--- config.mk ---
export PLATFORM = sky130hd
export DESIGN_NAME = adjust_button_control
export DESIGN_NICKNAME = d
export VERILOG_FILES = /design/src/rtl/adjust_button_control.sv
export SDC_FILE = /design/constraint.sdc
export NUM_CORES = 1
export LEC_CHECK = 0
export BUFFER_PORTS_ARGS = -buffer_cell sky130_fd_sc_hd__buf_2
export CAP_MARGIN = 20
export CORE_MARGIN = 5
export CORE_UTILIZATION = 50
export CTS_CLUSTER_SIZE = 28
export DETAILED_ROUTE_END_ITERATION = 10
export HOLD_SLACK_MARGIN = 0.03
export PLACE_DENSITY = 0.7
export SYNTH_ARGS = -nofsm -noshare
export SYNTH_HDL_FRONTEND = slang
export SYNTH_SLANG_ARGS = --single-unit
--- constraint.sdc ---
create_clock -name clk -period 1.6 [get_ports clk]
set_input_delay 0.48 -clock clk [delete_from_list [all_inputs] [get_ports clk]]
set_output_delay 0.48 -clock clk [all_outputs]
set_load 0.02 [all_outputs]
--- src/rtl/adjust_button_control.sv ---
// Clock-adjust front end: MODE/INC button sync + debounce, mode FSM, inactivity timeout.
// Optional field-blink output is built only when ADJUST_BLINK_EN is defined.
module adjust_button_control #(
  parameter int DEBOUNCE_CYCLES    = 16,
  parameter int IDLE_TIMEOUT_TICKS = 30
) (
  input  logic       clk,
  input  logic       rst_n,
  input  logic       btn_mode,
  input  logic       btn_inc,
  input  logic       tick,
  output logic [2:0] adjust_mode,
  output logic       adjust_increment,
  output logic       adjust_active,
  output logic       blink
);

  localparam int DBW = $clog2(DEBOUNCE_CYCLES + 1);
  localparam int TOW = $clog2(IDLE_TIMEOUT_TICKS + 1);
  localparam logic [DBW-1:0] DB_LAST = DBW'(DEBOUNCE_CYCLES - 1);
  localparam logic [TOW-1:0] TO_LOAD = TOW'(IDLE_TIMEOUT_TICKS);
  localparam logic [TOW-1:0] TO_ONE  = TOW'(1);

  typedef enum logic [2:0] {
    IDLE    = 3'b000,
    HOURS   = 3'b100,
    MINUTES = 3'b010,
    SECONDS = 3'b001
  } state_t;

  // Bit 0 carries MODE, bit 1 carries INC throughout.
  logic [1:0]          sync1, sync2;
  logic [1:0]          db, db_q;
  logic [1:0][DBW-1:0] db_cnt;
  logic [TOW-1:0]      to_cnt;
  state_t              state, state_n;

  logic mode_press, any_edge, reload, expire;

  always_ff @(posedge clk or negedge rst_n) begin
    if (!rst_n) begin
      sync1  <= '0;
      sync2  <= '0;
      db     <= '0;
      db_q   <= '0;
      db_cnt <= '0;
    end else begin
      sync1 <= {btn_inc, btn_mode};
      sync2 <= sync1;
      db_q  <= db;
      // The level flips on the edge where the mismatch count would reach DEBOUNCE_CYCLES.
      for (int unsigned b = 0; b < 2; b++) begin
        if (sync2[b] == db[b]) begin
          db_cnt[b] <= '0;
        end else if (db_cnt[b] == DB_LAST) begin
          db[b]     <= ~db[b];
          db_cnt[b] <= '0;
        end else begin
          db_cnt[b] <= db_cnt[b] + 1'b1;
        end
      end
    end
  end

  assign mode_press = db[0] & ~db_q[0];
  assign any_edge   = |(db ^ db_q);
  assign reload     = any_edge | db[1] | (state == IDLE);
  assign expire     = tick & ~reload & (to_cnt == TO_ONE);

  always_ff @(posedge clk or negedge rst_n) begin
    if (!rst_n) begin
      to_cnt <= TO_LOAD;
    end else if (reload) begin
      to_cnt <= TO_LOAD;
    end else if (tick && (to_cnt != '0)) begin
      to_cnt <= to_cnt - 1'b1;
    end
  end

  always_ff @(posedge clk or negedge rst_n) begin
    if (!rst_n) state <= IDLE;
    else        state <= state_n;
  end

  always_comb begin
    state_n = state;
    if (mode_press) begin
      case (state)
        IDLE:    state_n = HOURS;
        HOURS:   state_n = MINUTES;
        MINUTES: state_n = SECONDS;
        SECONDS: state_n = IDLE;
        default: state_n = IDLE;
      endcase
    end else if (expire) begin
      state_n = IDLE;
    end
  end

  assign adjust_mode      = state;
  assign adjust_active    = |state;
  assign adjust_increment = db[1] & (state != IDLE);

`ifdef ADJUST_BLINK_EN
  logic blink_q;

  always_ff @(posedge clk or negedge rst_n) begin
    if (!rst_n) begin
      blink_q <= 1'b0;
    end else if ((state_n != state) || (state_n == IDLE)) begin
      blink_q <= 1'b0;
    end else if (tick && !db[1]) begin
      blink_q <= ~blink_q;
    end
  end

  // Held INC overrides the phase so the field stays lit while incrementing.
  assign blink = (state != IDLE) & (db[1] | blink_q);
`else
  assign blink = 1'b0;
`endif

endmodule
==> run metrics, run 1 <==
status finished, violations left; violated checks setup timing; Critical Path End Type primary output; synth unique cells 32; commonest non-fill, non-tap cells in the layout dfrtp_1, nor2_1, buf_4; CTS tree yes; first-pass GRT wire length 2990 microns; final instance area 1330 sq um; Final setup viols 2; Slew Viols, Final 0; Initial Util 51.6%; Netlist Area Pre-Place 1130 sq um; pwr dens 1400 nW/um^2; DR iter-0 viols 20; row count 17; I/O Buffers 9; Synth async-reset ratio 100%; Detailed Route WL 1770 microns; RSZ-0062 raised after global routing yes; DRT antenna net count 0; smallest hold slack 0.122 ns; vias per inst 5.16; Post-synth EDFFs 0; setup slack after layout -0.292 ns; clock sinks 26; Max Freq 0.529 GHz; Wirelength per Cell 12.2 microns; vias in the first global route 743; cell depth of the worst setup path 3; Top FF cell, synth dfrtp_1; most common cell after layout, fill and taps aside dfrtp_1; pin count of the biggest net entering global routing 27; sequential area share after synthesis 58.0%; grt ovf 0; gpl congestion 0.761; share of cells above drive strength 1 33.3%; crit-path max FO 2; dpl hpwl 1290 microns; ANT cells 0; final net count 128; Syn Inst Count 96; die span in x 57.5 microns; Ys Warns 0; setup slack, reg-to-reg 0.05 ns; Core Util, Final 60.9%; max incr delay on CP 0.43 ns; worst path cell trace or3_4, and2_4, buf_6; I/O pins 11; worst reg2reg endpoint to_cnt[0]; Root Driver clkbuf_4; R2R cell count 5; Worst Setup Start Kind flip-flop; critical setup path kind reg2out; Core ar. 2190 sq um; Crit path max-delay family simple AND/OR/NAND/NOR gates; DRT Pass-1 Iters 3; Via Count 748; Net Count, Synth 106; FF+latch area 658 sq um; min-delay worst type in2async; Final Critical Period 1.89 ns; worst-skew pair later-pin latency 0.32 ns; die area 3310 sq um; area of the multi-input gates 460 sq um; Max-slew headroom 63.9%; R2R Path Start to_cnt[0]; final hold violations 0; DP Worst Slack -0.00487 ns; dpl cell area 1240 sq um; CTS Buf Count 3; Worst Path Buf+Inv 1; critical path's slowest cell dfrtp_2; Worst Path Required 1.12 ns; Clock Skew 0.00890 ns; H-tree depth 1; WP data arrival 1.41 ns; Fillers 171; GRT Overall Usage 11.6%; worst slew pin tran 0.542 ns; LEAKAGE 0.000658 uW; Longest Clk Path Bufs 2; max cap viols 0; initial antenna violation count 0; area grow syn2layout 18.1%; Yosys reg bits 26; peak supply drop 803 uV; Clk pin slew, worst setup/hold paths 0.14 ns; drt drc 0; Chip Height 57.5 microns; # hold bufs at CTS 0; Post-Syn Area per Cell 11.8 sq um; period utilization 118%
layer usage:
metal / up-vias / part of all wire, % / track usage [%]
li1: 369 / - / -
met5: - / 0 / 0
met3: 2 / 5.0 / 4.30
met2: 12 / 48 / 18.2
met1: 365 / 46 / 14.7
met4: 0 / 0.90 / 3.64
cells in the mapped netlist, types with 2 or more instances:
cell       n  area share [%]
dfrtp_1   22              49
mux2_2     2             2.0
a21oi_1    2            0.89
nor2_1     9             3.0
inv_1      5             1.7
and3_1     3             1.7
nand2b_1   2             1.1
dfstp_2    4             9.3
ha_1       5             5.5
and2_1     5             2.8
o21ai_0    3             1.3
xor2_1     6             4.7
nand3_1    6             2.7
nand2_1    4             1.3
kinds of logic after synthesis:
logic type	share of synthesized area (%)
adders and majority gates	5.54
xor gates and xnor gates	4.65
buffers and inverters	2.33
AOI/OAI and AO/OA	5.98
DFF	58.0
other	0.332
and+or+nand+nor	21.2
muxes	1.99
worst max-delay path by stage:
stage / from / end
3_5_place_dp: to_cnt[0] / to_cnt[0]
3_3_place_gp: to_cnt[0] / to_cnt[0]
2_1_floorplan: adjust_mode[0] / adjust_increment
6_report: adjust_mode[1] / adjust_increment
4_1_cts: adjust_mode[1] / adjust_increment
5_1_grt: adjust_mode[1] / adjust_increment
flip-flops by register name, indices dropped and copies added (netlist names):
signal and flops:
to_cnt 5, sync2 2, db_q 2, sync1 2, adjust_mode 3, db 2, db_cnt 10
final cells by class:
cell class	count	area share (%)
clock buffer	4	2.72
inverter	5	1.41
multi-input combinational	64	34.5
sequential	26	49.3
tap	28	2.63
timing repair buffer	18	9.38
power by group:
| group | leakage [uW] | switching [uW] | internal [uW] | total (uW) |
|---|---|---|---|---|
| sequential | 0.000323 | 109 | 821 | 929 |
| combinational | 0.000314 | 298 | 315 | 613 |
| clock | 0.0000210 | 182 | 139 | 321 |
| total | 0.000658 | 589 | 1270 | 1860 |
through the flow:
step	instances	TNS (ns)	total power (uW)
2_1_floorplan	96	0	1240
5_1_grt	145	-0.673	1990
6_report	145	-0.564	1860
3_3_place_gp	137	0	1430
4_1_cts	143	-0.586	1830
3_5_place_dp	137	-0.00487	1470
repair_timing:
item                                   CTS  global route
pin swaps                                1             1
gates resized for setup                  5             3
setup endpoints to repair                3             5
setup buffers                            2             2
endpoints found under the hold margin    0             0
(Power assumes the default switching activity.)
==> run 2, diff against run 1 <==
==> constraint.sdc (replaced) <==
create_clock -name clk -period 1.6 [get_ports clk]
set_input_delay 0.24 -clock clk [delete_from_list [all_inputs] [get_ports clk]]
set_output_delay 0.24 -clock clk [all_outputs]
set_load 0.02 [all_outputs]
==> run 2 against run 1 <==
Net effect:
- the run still ends with setup timing left
- register-to-register slack barely moved
- via count rose by 1.7%
- critical path depth did not move
- combinational power fell by 12%
- sequential power rose by 2%
- worst hold slack improved by 0.16 ns
- core utilization fell by 0.63 points
- sequential share of layout area rose by 0.32 points
- count of clock-buffer cells in the layout did not move
- critical endpoint unchanged
- final cell count fell by 1.4%
- design area fell by 1.0%
- wire length rose by 3.7%
==> run metrics, run 2 (synthesis gave the netlist of run 1 again) <==
first-pass GRT wire length 3230 microns (was 2990 microns); worst slew pin tran 0.557 ns (was 0.542 ns); peak supply drop 656 uV (was 803 uV); final hold violations 0 (unchanged); CTS tree yes (unchanged); Max-slew headroom 62.9% (was 63.9%); clock sinks 26 (unchanged); worst-skew pair later-pin latency 0.30 ns (was 0.32 ns); setup TNS -0.0423 ns (was -0.564 ns); Initial Util 51.6% (unchanged); Core Util, Final 60.3% (was 60.9%); vias per inst 5.32 (was 5.16); Detailed Route WL 1840 microns (was 1770 microns); max reg flops 10 (unchanged); CP Launch Point adjust_mode[2] (was adjust_mode[1]); Worst Path Required 1.36 ns (was 1.12 ns); gpl congestion 0.713 (was 0.761); R2R cell count 5 (unchanged); pin count of the biggest net entering global routing 27 (unchanged); Root Driver clkbuf_4 (unchanged); Placed Instances 133 (was 137); I/O pins 11 (unchanged); I/O Buffers 9 (unchanged); min-delay worst type in2reg (was in2async); crit-path max FO 5 (was 2); row count 17 (unchanged); Clock Skew 0.00402 ns (was 0.00890 ns); Chip Height 57.5 microns (unchanged); Critical Path End Type primary output (unchanged); Clk pin slew, worst setup/hold paths 0.13 ns (was 0.14 ns); R2R Path Start to_cnt[0] (unchanged); max cap viols 0 (unchanged); grt ovf 0 (unchanged); WP data arrival 1.40 ns (was 1.41 ns); Max Freq 0.609 GHz (was 0.529 GHz); area grow syn2layout 16.8% (was 18.1%); DRT Pass-1 Iters 4 (was 3); Final Critical Period 1.64 ns (was 1.89 ns); Slew Viols, Final 0 (unchanged); CTS Buf Count 3 (unchanged); drt drc 0 (unchanged); most common cell after layout, fill and taps aside dfrtp_1 (unchanged); pwr dens 1360 nW/um^2 (was 1400 nW/um^2); Longest Clk Path Bufs 2 (unchanged); share of cells above drive strength 1 26.1% (was 33.3%); final net count 126 (was 128); initial antenna violation count 0 (unchanged); DRT antenna net count 0 (unchanged); Reg with most FFs db_cnt (unchanged); violated checks setup timing (unchanged); critical setup path kind reg2out (unchanged); DR iter-0 viols 10 (was 20); dpl hpwl 1280 microns (was 1290 microns); GRT Overall Usage 12.2% (was 11.6%); LEAKAGE 0.000645 uW (was 0.000658 uW); PnR Total Power 1800 uW (was 1860 uW); vias in the first global route 795 (was 743); status finished, violations left (unchanged); Via Count 761 (was 748); period utilization 103% (was 118%); Worst Setup Start Kind flip-flop (unchanged); setup slack after layout -0.0423 ns (was -0.292 ns); ANT cells 0 (unchanged); die span in x 57.5 microns (unchanged); Hold Path Depth 3; Wirelength per Cell 12.8 microns (was 12.2 microns); commonest non-fill, non-tap cells in the layout dfrtp_1, nor2_1, buf_2 (was dfrtp_1, nor2_1, buf_4); hold path startpoint tick; DP Worst Slack 0.00265 ns (was -0.00487 ns); RSZ-0062 raised after global routing yes (unchanged); Final setup viols 1 (was 2); Core ar. 2190 sq um (unchanged); Fillers 184 (was 171); die area 3310 sq um (unchanged); H-tree depth 1 (unchanged); Non-Filler Instances 143 (was 145)
==> run 2: timing repair <==
item                                   4_1_cts  5_1_grt
cloned                                       0        0
buffers inserted                             2        1
pin swaps                                    2        2
resized for setup                            4        2
setup endpoints to repair                    3        4
endpoints found under the hold margin       24        0
hold buffers                                 3        0
==> run 2: cell type report <==
class / count / area, sq um / area share, %
Tap cell: 28 / 35.0 / 2.65
Timing Repair Buffer: 16 / 111 / 8.44
Inverter: 5 / 18.8 / 1.42
Clock buffer: 4 / 36.3 / 2.75
Multi-Input combinational cell: 64 / 463 / 35.1
Sequential cell: 26 / 656 / 49.7
==> run 2: final timing paths <==
kind | end | slack, ns
min in group asynchronous | adjust_mode[0] | 0.44
hold / removal | to_cnt[1] | 0.28
setup reg to reg | to_cnt[0] | 0.04
setup / recovery | adjust_increment | -0.04
hold reg to reg | sync2[0] | 0.37
max in group asynchronous | to_cnt[2] | 0.79
==> run 2: power by group <==
group | switching (uW) | total, uW | internal (uW)
Clock | 176 | 315 | 139
Combinational | 279 | 539 | 260
Sequential | 127 | 943 | 817
==> run 2: metal layers <==
metal	wire length (microns)	global-route usage [%]	share of wire, %
met1	785	14.2	43
met2	945	21.5	51
met3	83	2.26	4.5
met4	23	5.96	1.3
met5	0	0	0
==> run 2: worst max-delay path: stages, from the launching register on <==
cell     delay (ns)
dfrtp_1        0.45
or3_4          0.37
and2_4         0.15
buf_6          0.12
==> run 2: per-stage QoR <==
stage                     cell area [sq um]  hold slack [ns]
after floorplan                        1130          -0.0556
after detailed placement               1210            0.267
after CTS                              1300            0.266
final                                  1320            0.282
after global placement                 1210            0.261
after global routing                   1320            0.247
==> run 3, diff against run 2 <==
--- a/config.mk
+++ b/config.mk
@@ -8,11 +8,12 @@
 export BUFFER_PORTS_ARGS = -buffer_cell sky130_fd_sc_hd__buf_2
 export CAP_MARGIN = 20
 export CORE_MARGIN = 5
-export CORE_UTILIZATION = 50
+export CORE_UTILIZATION = 45
 export CTS_CLUSTER_SIZE = 28
 export DETAILED_ROUTE_END_ITERATION = 10
 export HOLD_SLACK_MARGIN = 0.03
-export PLACE_DENSITY = 0.7
+export PLACE_DENSITY = 0.64
+export SETUP_SLACK_MARGIN = 0.05
 export SYNTH_ARGS = -nofsm -noshare
 export SYNTH_HDL_FRONTEND = slang
 export SYNTH_SLANG_ARGS = --single-unit
==> run 3 against run 2 <==
Net effect:
- the flow still finishes with violations (setup timing)
- flip-flop and latch count is the same
- clock skew grew 0.0053 ns
- first-iteration DRC count rose to 4.5 times the previous value
==> run metrics, run 3 (synthesis gave the netlist of run 1 again) <==
WP data arrival 1.39 ns (was 1.40 ns); hold path startpoint tick (unchanged); period utilization 102% (was 103%); clock sinks 26 (unchanged); min-delay worst type in2reg (unchanged); Detailed Route WL 1810 microns (was 1840 microns); worst slew pin tran 0.556 ns (was 0.557 ns); area grow syn2layout 19.7% (was 16.8%); die span in x 60.1 microns (was 57.5 microns); share of cells above drive strength 1 29.4% (was 26.1%); LEAKAGE 0.000662 uW (was 0.000645 uW); DRT Pass-1 Iters 4 (unchanged); pwr dens 1380 nW/um^2 (was 1360 nW/um^2); Critical Path End Type primary output (unchanged); GRT Overall Usage 11.8% (was 12.2%); I/O Buffers 9 (unchanged); dpl cell area 1210 sq um (about the same); Clock Skew 0.00930 ns (was 0.00402 ns); Longest Clk Path Bufs 2 (unchanged); R2R Path Start to_cnt[0] (unchanged); PnR Total Power 1870 uW (was 1800 uW); Worst Path Required 1.36 ns (about the same); vias in the first global route 715 (was 795); Max-slew headroom 62.9% (about the same); Non-Filler Instances 149 (was 143); I/O pins 11 (unchanged); Chip Height 60.1 microns (was 57.5 microns); grt ovf 0 (unchanged); final hold violations 0 (unchanged); Max Freq 0.614 GHz (was 0.609 GHz); violated checks setup timing (unchanged); final net count 130 (was 126); pin count of the biggest net entering global routing 27 (unchanged); Reg with most FFs db_cnt (unchanged); Clk pin slew, worst setup/hold paths 0.13 ns (about the same); max cap viols 0 (unchanged); dpl hpwl 1250 microns (was 1280 microns); critical setup path kind reg2out (unchanged); Slew Viols, Final 0 (unchanged); Initial Util 46.5% (was 51.6%); Core ar. 2430 sq um (was 2190 sq um); Worst Setup Start Kind flip-flop (unchanged); Hold Path Depth 3 (unchanged); row count 18 (was 17); ANT cells 0 (unchanged); worst reg2reg endpoint to_cnt[0] (unchanged); gpl congestion 0.757 (was 0.713); Placed Instances 135 (was 133); Min-Delay Endpoint to_cnt[1] (unchanged); Root Driver clkbuf_4 (unchanged); area of the multi-input gates 463 sq um (unchanged); drt drc 0 (unchanged); vias per inst 4.99 (was 5.32); setup slack, reg-to-reg 0.08 ns (was 0.04 ns); Top Layer Used met4 (unchanged); status finished, violations left (unchanged); WL met1 857 microns (was 785 microns); RSZ-0062 raised after global routing yes (unchanged); setup slack after layout -0.0289 ns (was -0.0423 ns); most common cell after layout, fill and taps aside dfrtp_1 (unchanged); FF+latch area 656 sq um (unchanged); worst-skew pair later-pin latency 0.31 ns (was 0.30 ns); initial antenna violation count 0 (unchanged); Final Critical Period 1.63 ns (was 1.64 ns); DRT antenna net count 0 (unchanged); CTS Buf Count 3 (unchanged); die area 3610 sq um (was 3310 sq um); WL met2 875 microns (was 945 microns); first-pass GRT wire length 3140 microns (was 3230 microns); Via Count 744 (was 761); DR iter-0 viols 45 (was 10); DR WL met3 66 microns (was 83 microns); final instance area 1350 sq um (was 1320 sq um); peak supply drop 781 uV (was 656 uV); CTS tree yes (unchanged); R2R cell count 5 (unchanged); commonest non-fill, non-tap cells in the layout dfrtp_1, nor2_1, buf_2, buf_4 (was dfrtp_1, nor2_1, buf_2); setup TNS -0.0289 ns (was -0.0423 ns); Wirelength per Cell 12.2 microns (was 12.8 microns); max reg flops 10 (unchanged); Final setup viols 1 (unchanged); Fillers 206 (was 184); crit-path max FO 3 (was 5); H-tree depth 1 (unchanged)
-- run 3: changes by cell type in the layout (fill, tap and decap cells not counted) --
cell,delta
buf_4,+4
inv_1,-1
inv_2,+1
-- run 3: per-layer routing --
metal  up-vias  track usage [%]
li1        377                -
met1       356             15.1
met2         9             19.3
met3         2             1.94
met4         0             5.70
met5         -                0
-- run 3: repair_timing --
item / in CTS / in global routing
setup endpoints to repair: 4 / 4
setup buffers: 6 / 1
endpoints found under the hold margin: 24 / 0
pin swaps: 2 / 1
hold buffers: 3 / 0
resized for setup: 7 / 0
-- run 3: worst max-delay path, cell delays in order, from the launching register on --
cell and delay (ns):
dfrtp_1 0.40, or3_4 0.40, and2_4 0.17, buf_6 0.12
-- run 3: worst max path at each step --
stage / from / to / slack [ns] / cells past startpoint
6_report: adjust_mode[0] / adjust_increment / -0.03 / 3
3_5_place_dp: to_cnt[0] / to_cnt[0] / -0.02 / 5
3_3_place_gp: to_cnt[0] / to_cnt[0] / 0.06 / 5
5_1_grt: adjust_mode[0] / adjust_increment / -0.08 / 3
4_1_cts: adjust_mode[0] / adjust_increment / -0.05 / 3
2_1_floorplan: to_cnt[0] / to_cnt[0] / 0.05 / 5
-- run 3: final cells by class --
type                            count  share of cell area, %
Tap cell                           30                   2.78
Inverter                            5                   1.39
Multi-Input combinational cell     64                   34.2
Sequential cell                    26                   48.5
Clock buffer                        4                   2.68
Timing Repair Buffer               20                   10.5
-- run 3: through the flow --
step                hold WS (ns)  worst slack (ns)  util, %
finish                     0.247           -0.0289     55.6
global route               0.225           -0.0782     55.6
CTS                        0.228           -0.0454     55.3
detailed placement         0.264           -0.0248     49.8
global placement           0.262            0.0559     49.8
floorplan                -0.0556            0.0548        -
-- run 3: report_power, final --
group	switching, uW	internal, uW	total (uW)
sequential	112	817	929
combinational	304	317	621
clock	178	139	317
total	594	1270	1870
